--- src/rtl/sort_result_serializer.sv ---
// ============================================================================
//  Module      : sort_result_serializer
//  Description : Captures one sorted N-element vector and streams it out one
//                element per valid/ready handshake, with out_last on the final
//                element. Optional macro SORT_ORDER_CHECK_EN adds order_err.
//  Revision    : 1.0 - initial release
// ============================================================================
`default_nettype none

module sort_result_serializer #(
   parameter int N          = 4,
   parameter int WIDTH      = 32,
   parameter int DESCENDING = 0
) (
   input  logic               clk,
   input  logic               rst,
   input  logic               in_valid,
   output logic               in_ready,
   input  logic [N*WIDTH-1:0] in_data,
   output logic               out_valid,
   input  logic               out_ready,
   output logic [WIDTH-1:0]   out_data,
   output logic               out_last,
   output logic               busy
`ifdef SORT_ORDER_CHECK_EN
   ,
   output logic               order_err
`endif
);

   localparam int c_IW = (N > 1) ? $clog2(N) : 1;
   localparam logic [c_IW-1:0] c_LAST_IDX  = c_IW'(N - 1);
   localparam logic [c_IW-1:0] c_FIRST_IDX = (DESCENDING != 0) ? c_LAST_IDX : '0;
   localparam logic [c_IW-1:0] c_FINAL_IDX = (DESCENDING != 0) ? '0 : c_LAST_IDX;

   typedef enum logic [0:0] {
      S_IDLE   = 1'b0,
      S_STREAM = 1'b1
   } state_t;

   state_t             r_state;
   state_t             w_state_nxt;
   logic [N*WIDTH-1:0] r_buf;
   logic [c_IW-1:0]    r_idx;
   logic [c_IW-1:0]    w_idx_nxt;
   logic               r_out_valid;
   logic [WIDTH-1:0]   r_out_data;
   logic               r_out_last;
   logic               w_capture;
   logic               w_handshake;

   function automatic logic [WIDTH-1:0] elem(input logic [N*WIDTH-1:0] v,
                                             input logic [c_IW-1:0] i);
      return v[WIDTH*int'(i) +: WIDTH];
   endfunction

   assign w_idx_nxt = (DESCENDING != 0) ? (r_idx - c_IW'(1)) : (r_idx + c_IW'(1));

   always_comb begin
      w_state_nxt = r_state;
      in_ready    = 1'b0;
      busy        = 1'b0;
      w_capture   = 1'b0;
      w_handshake = 1'b0;
      case (r_state)
         S_IDLE: begin
            in_ready  = 1'b1;
            w_capture = in_valid;
            if (in_valid)
               w_state_nxt = S_STREAM;
         end
         S_STREAM: begin
            busy        = 1'b1;
            w_handshake = r_out_valid & out_ready;
            if (w_handshake && r_out_last)
               w_state_nxt = S_IDLE;
         end
         default: w_state_nxt = S_IDLE;
      endcase
   end

   // Output element is registered from the buffer so out_data never glitches
   // while the consumer stalls.
   always_ff @(posedge clk) begin
      if (rst) begin
         r_state     <= S_IDLE;
         r_buf       <= '0;
         r_idx       <= '0;
         r_out_valid <= 1'b0;
         r_out_data  <= '0;
         r_out_last  <= 1'b0;
      end else begin
         r_state <= w_state_nxt;
         if (w_capture) begin
            r_buf       <= in_data;
            r_idx       <= c_FIRST_IDX;
            r_out_valid <= 1'b1;
            r_out_data  <= elem(in_data, c_FIRST_IDX);
            r_out_last  <= (c_FIRST_IDX == c_FINAL_IDX);
         end else if (w_handshake) begin
            if (r_out_last) begin
               r_out_valid <= 1'b0;
               r_out_last  <= 1'b0;
            end else begin
               r_idx      <= w_idx_nxt;
               r_out_data <= elem(r_buf, w_idx_nxt);
               r_out_last <= (w_idx_nxt == c_FINAL_IDX);
            end
         end
      end
   end

   assign out_valid = r_out_valid;
   assign out_data  = r_out_data;
   assign out_last  = r_out_last;

`ifdef SORT_ORDER_CHECK_EN
   logic w_order_bad;
   logic r_order_err;

   always_comb begin
      w_order_bad = 1'b0;
      for (int i = 0; i < N - 1; i++) begin
         if (in_data[WIDTH*i +: WIDTH] > in_data[WIDTH*(i+1) +: WIDTH])
            w_order_bad = 1'b1;
      end
   end

   always_ff @(posedge clk) begin
      if (rst)
         r_order_err <= 1'b0;
      else if (w_capture)
         r_order_err <= w_order_bad;
   end

   assign order_err = r_order_err;
`endif

endmodule

`default_nettype wire

--- config.mk ---
export PLATFORM = sky130hd
export DESIGN_NAME = sort_result_serializer
export DESIGN_NICKNAME = d
export VERILOG_FILES = /design/src/rtl/sort_result_serializer.sv
export SDC_FILE = /design/constraint.sdc
export NUM_CORES = 1
export LEC_CHECK = 0
export BUFFER_PORTS_ARGS = -buffer_cell sky130_fd_sc_hd__buf_4
export CAP_MARGIN = 30
export CORE_UTILIZATION = 45
export CTS_BUF_LIST = sky130_fd_sc_hd__clkbuf_8
export CTS_CLUSTER_SIZE = 24
export DETAILED_ROUTE_END_ITERATION = 6
export PLACE_DENSITY = 0.78
export SLEW_MARGIN = 30
export SYNTH_ARGS = -nofsm -noshare
export SYNTH_HDL_FRONTEND = slang
export SYNTH_SLANG_ARGS = --single-unit
--- constraint.sdc ---
create_clock -name clk -period 2.75 [get_ports clk]
set_input_delay 0.275 -clock clk [delete_from_list [all_inputs] [get_ports clk]]
set_output_delay 0.275 -clock clk [all_outputs]
set_load 0.01 [all_outputs]
==> results.txt, run 1 <==
----------------------------------------------------
[Status]
  Outcome ... completed

[Final layout]
  Share of cells above drive strength 1 ... 32.0%
  Ant. Diodes ... 0
  Net count, final ... between 1,000 and 1,500
  Area growth syn-to-layout ... 24.9%
  Final standard cell utilization of the core ... 58.2%
  Number of inserted filler cells in the final layout ... ~1,400
  Post-route standard cell area excluding fillers ... between 8000 and 9000 um^2

[Clocking]
  Root buffer cell ... sky130_fd_sc_hd__clkbuf_8
  CTS resizes ... 0
  Number of buffers inserted to repair setup after CTS ... 0
  CTS clk-pin slew, worst paths ... 0.09 ns
  Number of buffers inserted for hold repair after clock tree synthesis ... 0
  Number of buffers on the longest clock path ... 2
  Clk sink count ... 165
  Clk_lat worst skew ... around 0.46 ns
  CTS tree ... done
  Level count of the clock H-tree ... 4
  CTS Buf Count ... 17

[Min path]
  Hold WC Path Type ... in -> reg
  Hold path start ... in_data[102]
  Destination of the worst hold path ... r_buf[102]
  Number of cells on the worst hold path ... 3

[Synthesis]
  Multiplexer share of the synthesized area ... between 10% and 20%
  XOR/XNOR Fraction of Synth Area ... 0.122%
  Fraction of the mapped netlist area in adder cells ... less than 1%
  Gate count of the mapped netlist ... 841
  Compound-Gate Fraction of Synth Area ... 19.6%
  Combinational family with the most area after synthesis ... compound AO/OA/AOI/OAI gates
  Seq cells post-synth ... 165
  Simple logic cell fraction of the synthesized area ... 18.8%
  Number of enable flip-flop cells after synthesis ... 0
  Post-synth ARST share ... 0%
  Netlist Area Pre-Place ... 7190 um^2
  Sequential area share after synthesis ... 45.9%
  Mean Syn Cell Area ... 8.55 um^2
  Unique cell type count in the Yosys netlist ... 25
  Number of warnings reported in the yosys synthesis log ... 0
  Synthesized net count ... 974
  Top flip-flop cell by instance count after synthesis ... sky130_fd_sc_hd__dfxtp_1

[Placed design]
  HPWL after detailed placement ... ~13,000 um
  Final weighted congestion in routability-driven placement ... ~0.82
  Placed instance area ... 8550 um^2
  Count of buffers from port buffering ... roughly 170

[Critical path]
  Kind of start point of the critical path ... flip-flop
  Delay contributed by the slowest stage of the critical path ... 0.60 ns
  Slowest-stage cell, CP ... sky130_fd_sc_hd__ha_2
  Crit-path cells ... inv_1, ha_2, buf_12, mux2_2, nand3_1, a41oi_2
  Critical Path RT ... 3.09 ns
  Max FO, Critical Path ... 23
  CP Class ... reg -> reg
  End of the worst register-to-register path ... out_data[19]
  Launching point of the worst reg2reg path ... r_idx[0]
  Critical Path AT ... 2.33 ns
  Endpoint kind of the worst setup timing path ... flip-flop
  Worst-case reg-to-reg path depth ... 6
  Reg-to-reg setup timing slack ... around 0.76 ns
  Critical Path Source ... r_idx[0]

[Run]
  Count of max-cap constraint violations ... 0

[Global routing]
  Overflow left after global routing ... 0
  First-pass GRT wire length ... just over 30,000 um
  Total global-route track usage ... 23.7%
  Vias in the first global route ... 5,874
  Initial antenna violation count ... 0
  Maximum number of pins on one net before global-route repair ... 97

[STA]
  Setup repair after global routing missed its margin ... false
  Final critical delay including setup and external delays ... 1.99 ns
  Maximum operating frequency ... 502 MHz
  Share of the cycle needed by the critical path after routing ... approximately 72%
  Final clock skew ... 0.00856 ns
  Count of final max-slew check failures ... 0
  Setup violation total in the final timing report ... 0
  Accumulated negative setup slack ... 0 ns
  Transition time of the tightest slew-check pin ... 0.798 ns
  Slew headroom ... ~47%
  Hold Fails Final Rpt ... 0

[Route]
  Detail-routed net length per standard cell ... 16.4 um
  Count of unresolved DRC violations after routing ... 0
  Number of DRC violations after detailed-routing iteration 0 ... 525
  Post-detailed-routing wire length ... slightly below 20,000 um
  Routed via count divided by cell count ... 5.41
  Number of search-and-repair iterations in the first detailed-routing pass ... 5
  Antenna viol nets, final ... 0
  Routed via count ... 6,423

[Power]
  Worst IR Drop VDD ... ~0.35 mV
  Power density over the cells ... 591 nW/um^2
  Static power due to leakage ... 0.00358 uW

[Floorplanning]
  Die Area ... approximately 16,000 um^2
  Chip Width ... 128 um
  Starting Density ... 46.6%
  Die height ... 128 um
  Core Rows ... 45
  Core Box Area ... 15,400 um^2
  I/O pin cnt ... 168

----------------------------------------------------
==> area by class of cell <==
class                   count  area, um^2  area share [%]
clock buffers              18         248            2.76
clock inverters            14         184            2.05
inverters                   3        11.3           0.125
multi-input cells         594        3530            39.2
flip-flops and latches    165        3300            36.8
well taps                 211         264            2.94
repair buffers            183        1450            16.1
==> state kept, by name, indices dropped and copies added (netlist names) <==
register,flops
out_data,32
out_last,1
out_valid,1
r_buf,128
r_idx,2
r_state,1
==> power by group <==
group / total, uW / internal, uW / leakage (uW) / switching [uW]
sequential: 2630 / 2540 / 0.00136 / 93.1
clock: 1890 / 1000 / 0.000210 / 886
combinational: 786 / 376 / 0.00201 / 410
total: 5310 / 3920 / 0.00358 / 1390
==> metal layers <==
layer	track usage [%]	wire length, um
met4	11.3	616
met5	0	0
met2	33.4	8190
met1	34.5	9360
met3	4.32	1360
==> cell usage after synthesis (all sizes together) (2+ instances only) <==
cell type / n / area share, %
mux2: 64 / 10
clkbuf: 45 / 2.3
nor2b: 2 / 0.17
nand2: 256 / 13
a41oi: 32 / 7.0
nor3: 2 / 0.14
inv: 3 / 0.16
a21oi: 129 / 9.0
dfxtp: 165 / 46
o31ai: 32 / 3.3
buf: 34 / 2.8
nor2: 3 / 0.16
nand3: 65 / 4.5
==> cells by family (layout without fill, tap and decap cells) <==
kind of cell / after synthesis / after routing
AO/OA/AOI/OAI: 195 / 195
XOR/XNOR: 1 / 1
adder cells (fa/ha/maj): 1 / 1
buffers and inverters: 82 / 218
flip-flops: 165 / 165
multiplexers: 65 / 65
AND/OR/NAND/NOR: 332 / 332
==> worst max-delay path, delay by kind of cell, from the launching register on <==
kind	cells	cell delay, ns
mux	1	0.39
simple gates	1	0.11
fa+ha+maj	1	0.60
buf+inv	2	0.30
flops	1	0.34
compound gates	1	0.12
==> layout by cell type (no fill, tap or decap) <==
cell type                    synthesis  routed
sky130_fd_sc_hd__nor2b_4             0       1
sky130_fd_sc_hd__a2111oi_0           1       1
sky130_fd_sc_hd__xnor2_1             1       1
sky130_fd_sc_hd__and3_1              1       1
sky130_fd_sc_hd__mux2i_1             1       1
sky130_fd_sc_hd__nand2_1           256     256
sky130_fd_sc_hd__ha_2                0       1
sky130_fd_sc_hd__a41oi_1             2       2
sky130_fd_sc_hd__nand3_1            65      65
sky130_fd_sc_hd__a21oi_1           129     129
sky130_fd_sc_hd__a211oi_1            1       1
sky130_fd_sc_hd__nor3_1              2       2
sky130_fd_sc_hd__clkinv_4            0       1
sky130_fd_sc_hd__or2_2               0       1
sky130_fd_sc_hd__clkinvlp_4          0       4
sky130_fd_sc_hd__o31ai_1            32      32
sky130_fd_sc_hd__nand2b_4            0       1
sky130_fd_sc_hd__bufinv_16           0       4
sky130_fd_sc_hd__buf_4               0     177
sky130_fd_sc_hd__clkbuf_8            0      18
sky130_fd_sc_hd__dfxtp_1           165     165
sky130_fd_sc_hd__a41oi_2            30      30
sky130_fd_sc_hd__clkinv_2            0       5
sky130_fd_sc_hd__nor2_1              3       3
sky130_fd_sc_hd__buf_12              0       6
sky130_fd_sc_hd__nor2b_1             2       1
sky130_fd_sc_hd__and4b_1             1       1
sky130_fd_sc_hd__mux2_2             64      64
sky130_fd_sc_hd__inv_1               3       3
==> how the worst max path moves through the flow <==
stage | endpoint | slack (ns) | cells past startpoint
after global placement | out_data[19] | 0.79 | 6
final | out_data[19] | 0.76 | 6
after floorplan | out_data[14] | 0.56 | 9
after detailed placement | out_data[23] | 0.78 | 6
after global routing | out_data[19] | 0.67 | 6
after CTS | out_data[21] | 0.76 | 6
==> stage by stage <==
| step | power (uW) | hold WS [ns] | setup slack (ns) | instances |
|---|---|---|---|---|
| finish | 5310 | 0.0483 | 0.758 | 1188 |
| global route | 5510 | 0.0424 | 0.667 | 1188 |
| CTS | 5320 | 0.0339 | 0.762 | 1188 |
| detailed placement | 3460 | 0.443 | 0.781 | 1156 |
| global placement | 3450 | 0.439 | 0.792 | 1156 |
| floorplan | 3110 | 0.411 | 0.557 | 841 |
No activity file was read; power rests on OpenSTA's default activity.
==> run 2: changes to the inputs <==
--- a/config.mk
+++ b/config.mk
@@ -5,13 +5,14 @@
 export SDC_FILE = /design/constraint.sdc
 export NUM_CORES = 1
 export LEC_CHECK = 0
+export ABC_AREA = 1
 export BUFFER_PORTS_ARGS = -buffer_cell sky130_fd_sc_hd__buf_4
 export CAP_MARGIN = 30
 export CORE_UTILIZATION = 45
 export CTS_BUF_LIST = sky130_fd_sc_hd__clkbuf_8
 export CTS_CLUSTER_SIZE = 24
 export DETAILED_ROUTE_END_ITERATION = 6
-export PLACE_DENSITY = 0.78
+export PLACE_DENSITY = 0.77
 export SLEW_MARGIN = 30
 export SYNTH_ARGS = -nofsm -noshare
 export SYNTH_HDL_FRONTEND = slang
==> constraint.sdc (replaced) <==
create_clock -name clk -period 1.9 [get_ports clk]
set_input_delay 0.19 -clock clk [delete_from_list [all_inputs] [get_ports clk]]
set_output_delay 0.19 -clock clk [all_outputs]
set_load 0.01 [all_outputs]
==> run 2 against run 1 <==
Net effect:
- design area grew 6.6%
- wire length grew 1.8%
- hold slack lost 0.031 ns
- critical endpoint is now out_data[9]
- synthesized cell count grew 35%
==> results.txt, run 2 <==
----------------------------------------------------
[Clocking]
  Number of buffers inserted to repair setup after CTS ... 0 (unchanged)
  Clk sink count ... 165 (unchanged)
  Root buffer cell ... sky130_fd_sc_hd__clkbuf_8
  CTS tree ... done
  CTS resizes ... 0 (unchanged)
  Number of buffers on the longest clock path ... 2 (unchanged)
  CTS Buf Count ... 17 (unchanged)
  Number of buffers inserted for hold repair after clock tree synthesis ... 33 (+33)
  CTS clk-pin slew, worst paths ... 0.09 ns (about the same)
  Level count of the clock H-tree ... 4 (unchanged)
  Clk_lat worst skew ... 0.46 ns (about the same)

[Global routing]
  Vias in the first global route ... 6,730 (+15%)
  First-pass GRT wire length ... 31,900 um (+5.3%)
  Overflow left after global routing ... 0 (unchanged)
  Total global-route track usage ... 24.0% (+0.33 points)
  Initial antenna violation count ... 0 (unchanged)
  Maximum number of pins on one net before global-route repair ... 95 (-2.1%)

[Floorplanning]
  Core Box Area ... 16,100 um^2 (+4.1%)
  Starting Density ... 46.6% (about the same)
  Die Area ... 17,200 um^2 (+4.0%)
  Chip Width ... 131 um (+2.0%)
  Core Rows ... 46 (+2.2%)
  I/O pin cnt ... 168 (unchanged)
  Die height ... 131 um (+2.0%)

[Critical path]
  Max FO, Critical Path ... 64 (+180%)
  Critical Path Source ... r_state
  Launching point of the worst reg2reg path ... r_state
  Endpoint kind of the worst setup timing path ... flip-flop
  Critical Path AT ... 2.13 ns (-0.20 ns)
  Reg-to-reg setup timing slack ... 0.16 ns (-0.60 ns)
  CP Class ... reg -> reg
  Kind of start point of the critical path ... flip-flop
  Critical Path RT ... 2.29 ns (-0.80 ns)

[Status]
  Outcome ... completed

[STA]
  Final clock skew ... 0.0106 ns (+0.00199 ns)
  Count of final max-slew check failures ... 0 (unchanged)
  Hold Fails Final Rpt ... 0 (unchanged)
  Setup repair after global routing missed its margin ... false
  Final critical delay including setup and external delays ... 1.74 ns (-0.253 ns)
  Post-route worst setup slack ... 0.161 ns (-0.597 ns)
  Hold_ws ... 0.0178 ns (-0.0306 ns)
  Slew headroom ... 54.6% (+7.8 points)
  Transition time of the tightest slew-check pin ... 0.682 ns (-0.116 ns)
  Share of the cycle needed by the critical path after routing ... 91.5% (+19 points)
  Setup violation total in the final timing report ... 0 (unchanged)
  Maximum operating frequency ... 575 MHz (+15%)
  Accumulated negative setup slack ... 0 ns (unchanged)

[Final layout]
  Area growth syn-to-layout ... 27.9%
  Max FFs per register ... 128 (unchanged)
  Ant. Diodes ... 0 (unchanged)
  Number of inserted filler cells in the final layout ... 1,507 (+6.8%)
  Share of cells above drive strength 1 ... 16.9% (-15 points)
  Most common library cell in the layout ignoring fill and taps ... sky130_fd_sc_hd__nand2_1
  Net count, final ... 1,424 (+30%)
  Register bank with the most flops ... r_buf
  Commonest cells after routing, fill and taps aside ... 295 x sky130_fd_sc_hd__nand2_1, 196 x sky130_fd_sc_hd__inv_1, 174 x sky130_fd_sc_hd__buf_4, 164 x sky130_fd_sc_hd__dfxtp_1, 132 x sky130_fd_sc_hd__a21oi_1

[Power]
  Power density over the cells ... 807 nW/um^2 (+37%)
  Switching share of power ... 27.2% (+0.98 points)
  Static power due to leakage ... 0.00466 uW (+30%)
  Total net switching power ... 2100 uW (+51%)
  Worst IR Drop VDD ... 0.439 mV (+25%)
  Sum of internal, switching and leakage power ... 7730 uW (+46%)
  Proportion of power drawn by flip-flops and latches ... 49.4% (-0.2 points)
  Clock group share of total power ... 33.8% (-1.8 points)
  Part of the total power dissipated in combinational logic ... 16.8% (+2.0 points)
  Cell internal pwr ... 5630 uW (+44%)

[Route]
  Post-detailed-routing wire length ... 19,900 um (+1.8%)
  Antenna viol nets, final ... 0 (unchanged)
  Routed via count divided by cell count ... 4.80 (-11%)
  Routed via count ... 7,298 (+14%)
  Detail-routed net length per standard cell ... 13.1 um (-20%)
  Count of unresolved DRC violations after routing ... 0 (unchanged)
  Number of DRC violations after detailed-routing iteration 0 ... 563 (+7.2%)
  Number of search-and-repair iterations in the first detailed-routing pass ... 5 (unchanged)

[Placed design]
  Worst setup slack after placement ... 0.234 ns (-0.547 ns)
  HPWL after detailed placement ... 12,800 um (-0.38%)
  Count of buffers from port buffering ... 167 (unchanged)
  Final weighted congestion in routability-driven placement ... 0.848 (+4.0%)

[Synthesis]
  Number of warnings reported in the yosys synthesis log ... 0 (unchanged)
  Synthesized net count ... 1,265 (+30%)
  Most instantiated library cell after synthesis ... sky130_fd_sc_hd__nand2_1
  Area share of the largest cell type after synthesis ... 44.1% (-1.8 points)
  Top cells by instance count after synthesis ... 295 x sky130_fd_sc_hd__nand2_1, 195 x sky130_fd_sc_hd__inv_1, 165 x sky130_fd_sc_hd__dfxtp_1
  Gate count of the mapped netlist ... 1,132 (+35%)
  Seq cells post-synth ... 165 (unchanged)
  Netlist Area Pre-Place ... 7490 um^2 (+4.1%)
  Number of enable flip-flop cells after synthesis ... 0 (unchanged)
  Mean Syn Cell Area ... 6.61 um^2 (-23%)
  Leading post-synthesis cells by cell area ... sky130_fd_sc_hd__dfxtp_1 44%, sky130_fd_sc_hd__nand2_1 15%, sky130_fd_sc_hd__inv_1 9.8%
  Top flip-flop cell by instance count after synthesis ... sky130_fd_sc_hd__dfxtp_1
  Sequential area share after synthesis ... 44.1% (-1.8 points)
  Unique cell type count in the Yosys netlist ... 16 (-36%)
  Cell type with the largest total area after synthesis ... sky130_fd_sc_hd__dfxtp_1
  Post-synth ARST share ... 0% (unchanged)

[Min path]
  Hold path start ... in_data[115]
  Hold WC Path Type ... in -> reg

[Run]
  Count of max-cap constraint violations ... 0 (unchanged)

----------------------------------------------------
-- run 2: cells by family after synthesis --
group | count (synthesis) | synth area share, %
AOI/OAI and AO/OA | 261 | 17.4
buffers and inverters | 273 | 15.2
and+or+nand+nor | 432 | 23.0
DFF | 165 | 44.1
adders and majority gates | 1 | 0.167
-- run 2: per-stage QoR --
step           std cells  util, %  instance area, um^2
2_1_floorplan       1132        -                 7490
3_3_place_gp        1455     55.0                 8840
3_5_place_dp        1455     55.0                 8840
4_1_cts             1520     59.6                 9580
5_1_grt             1520     59.6                 9580
6_report            1520     59.6                 9580
-- run 2: cell type report --
type	instances	area, um^2	share of cell area, %
inverters	198	746	7.79
clock buffers	18	248	2.59
repair buffers	215	1800	18.8
clock inverters	14	161	1.69
multi-input cells	694	3050	31.9
well taps	216	270	2.82
flip-flops and latches	165	3300	34.5
-- run 2: per-layer routing --
layer  track usage, %  share of wire [%]
met1             33.1                 47
met2             36.9                 45
met3             4.36                5.5
met4             9.94                2.2
met5                0                  0
-- run 2: power groups by stage --
stage	Combinational [uW]	Clock [uW]	Sequential (uW)
3_3_place_gp	1200	0	3890
3_5_place_dp	1230	0	3900
2_1_floorplan	745	0	3900
5_1_grt	1480	2800	3840
4_1_cts	1300	2650	3810
6_report	1300	2610	3820
-- run 2: worst max-delay path: stages, from the launching register on --
cell	delay, ns
sky130_fd_sc_hd__dfxtp_1	0.39
sky130_fd_sc_hd__inv_2	0.09
sky130_fd_sc_hd__nand2_8	0.20
sky130_fd_sc_hd__nand2_2	0.09
sky130_fd_sc_hd__nand2_4	0.52
sky130_fd_sc_hd__nor2_1	0.12
sky130_fd_sc_hd__a21oi_1	0.21
-- run 2: path summary, 6_finish.rpt --
| check | endpoint | cells after the start |
|---|---|---|
| worst max-delay path | out_data[9] | 6 |
| worst min-delay path | r_buf[115] | 3 |
| worst max register to register | out_data[9] | 6 |
| worst min register to register | r_buf[115] | 2 |
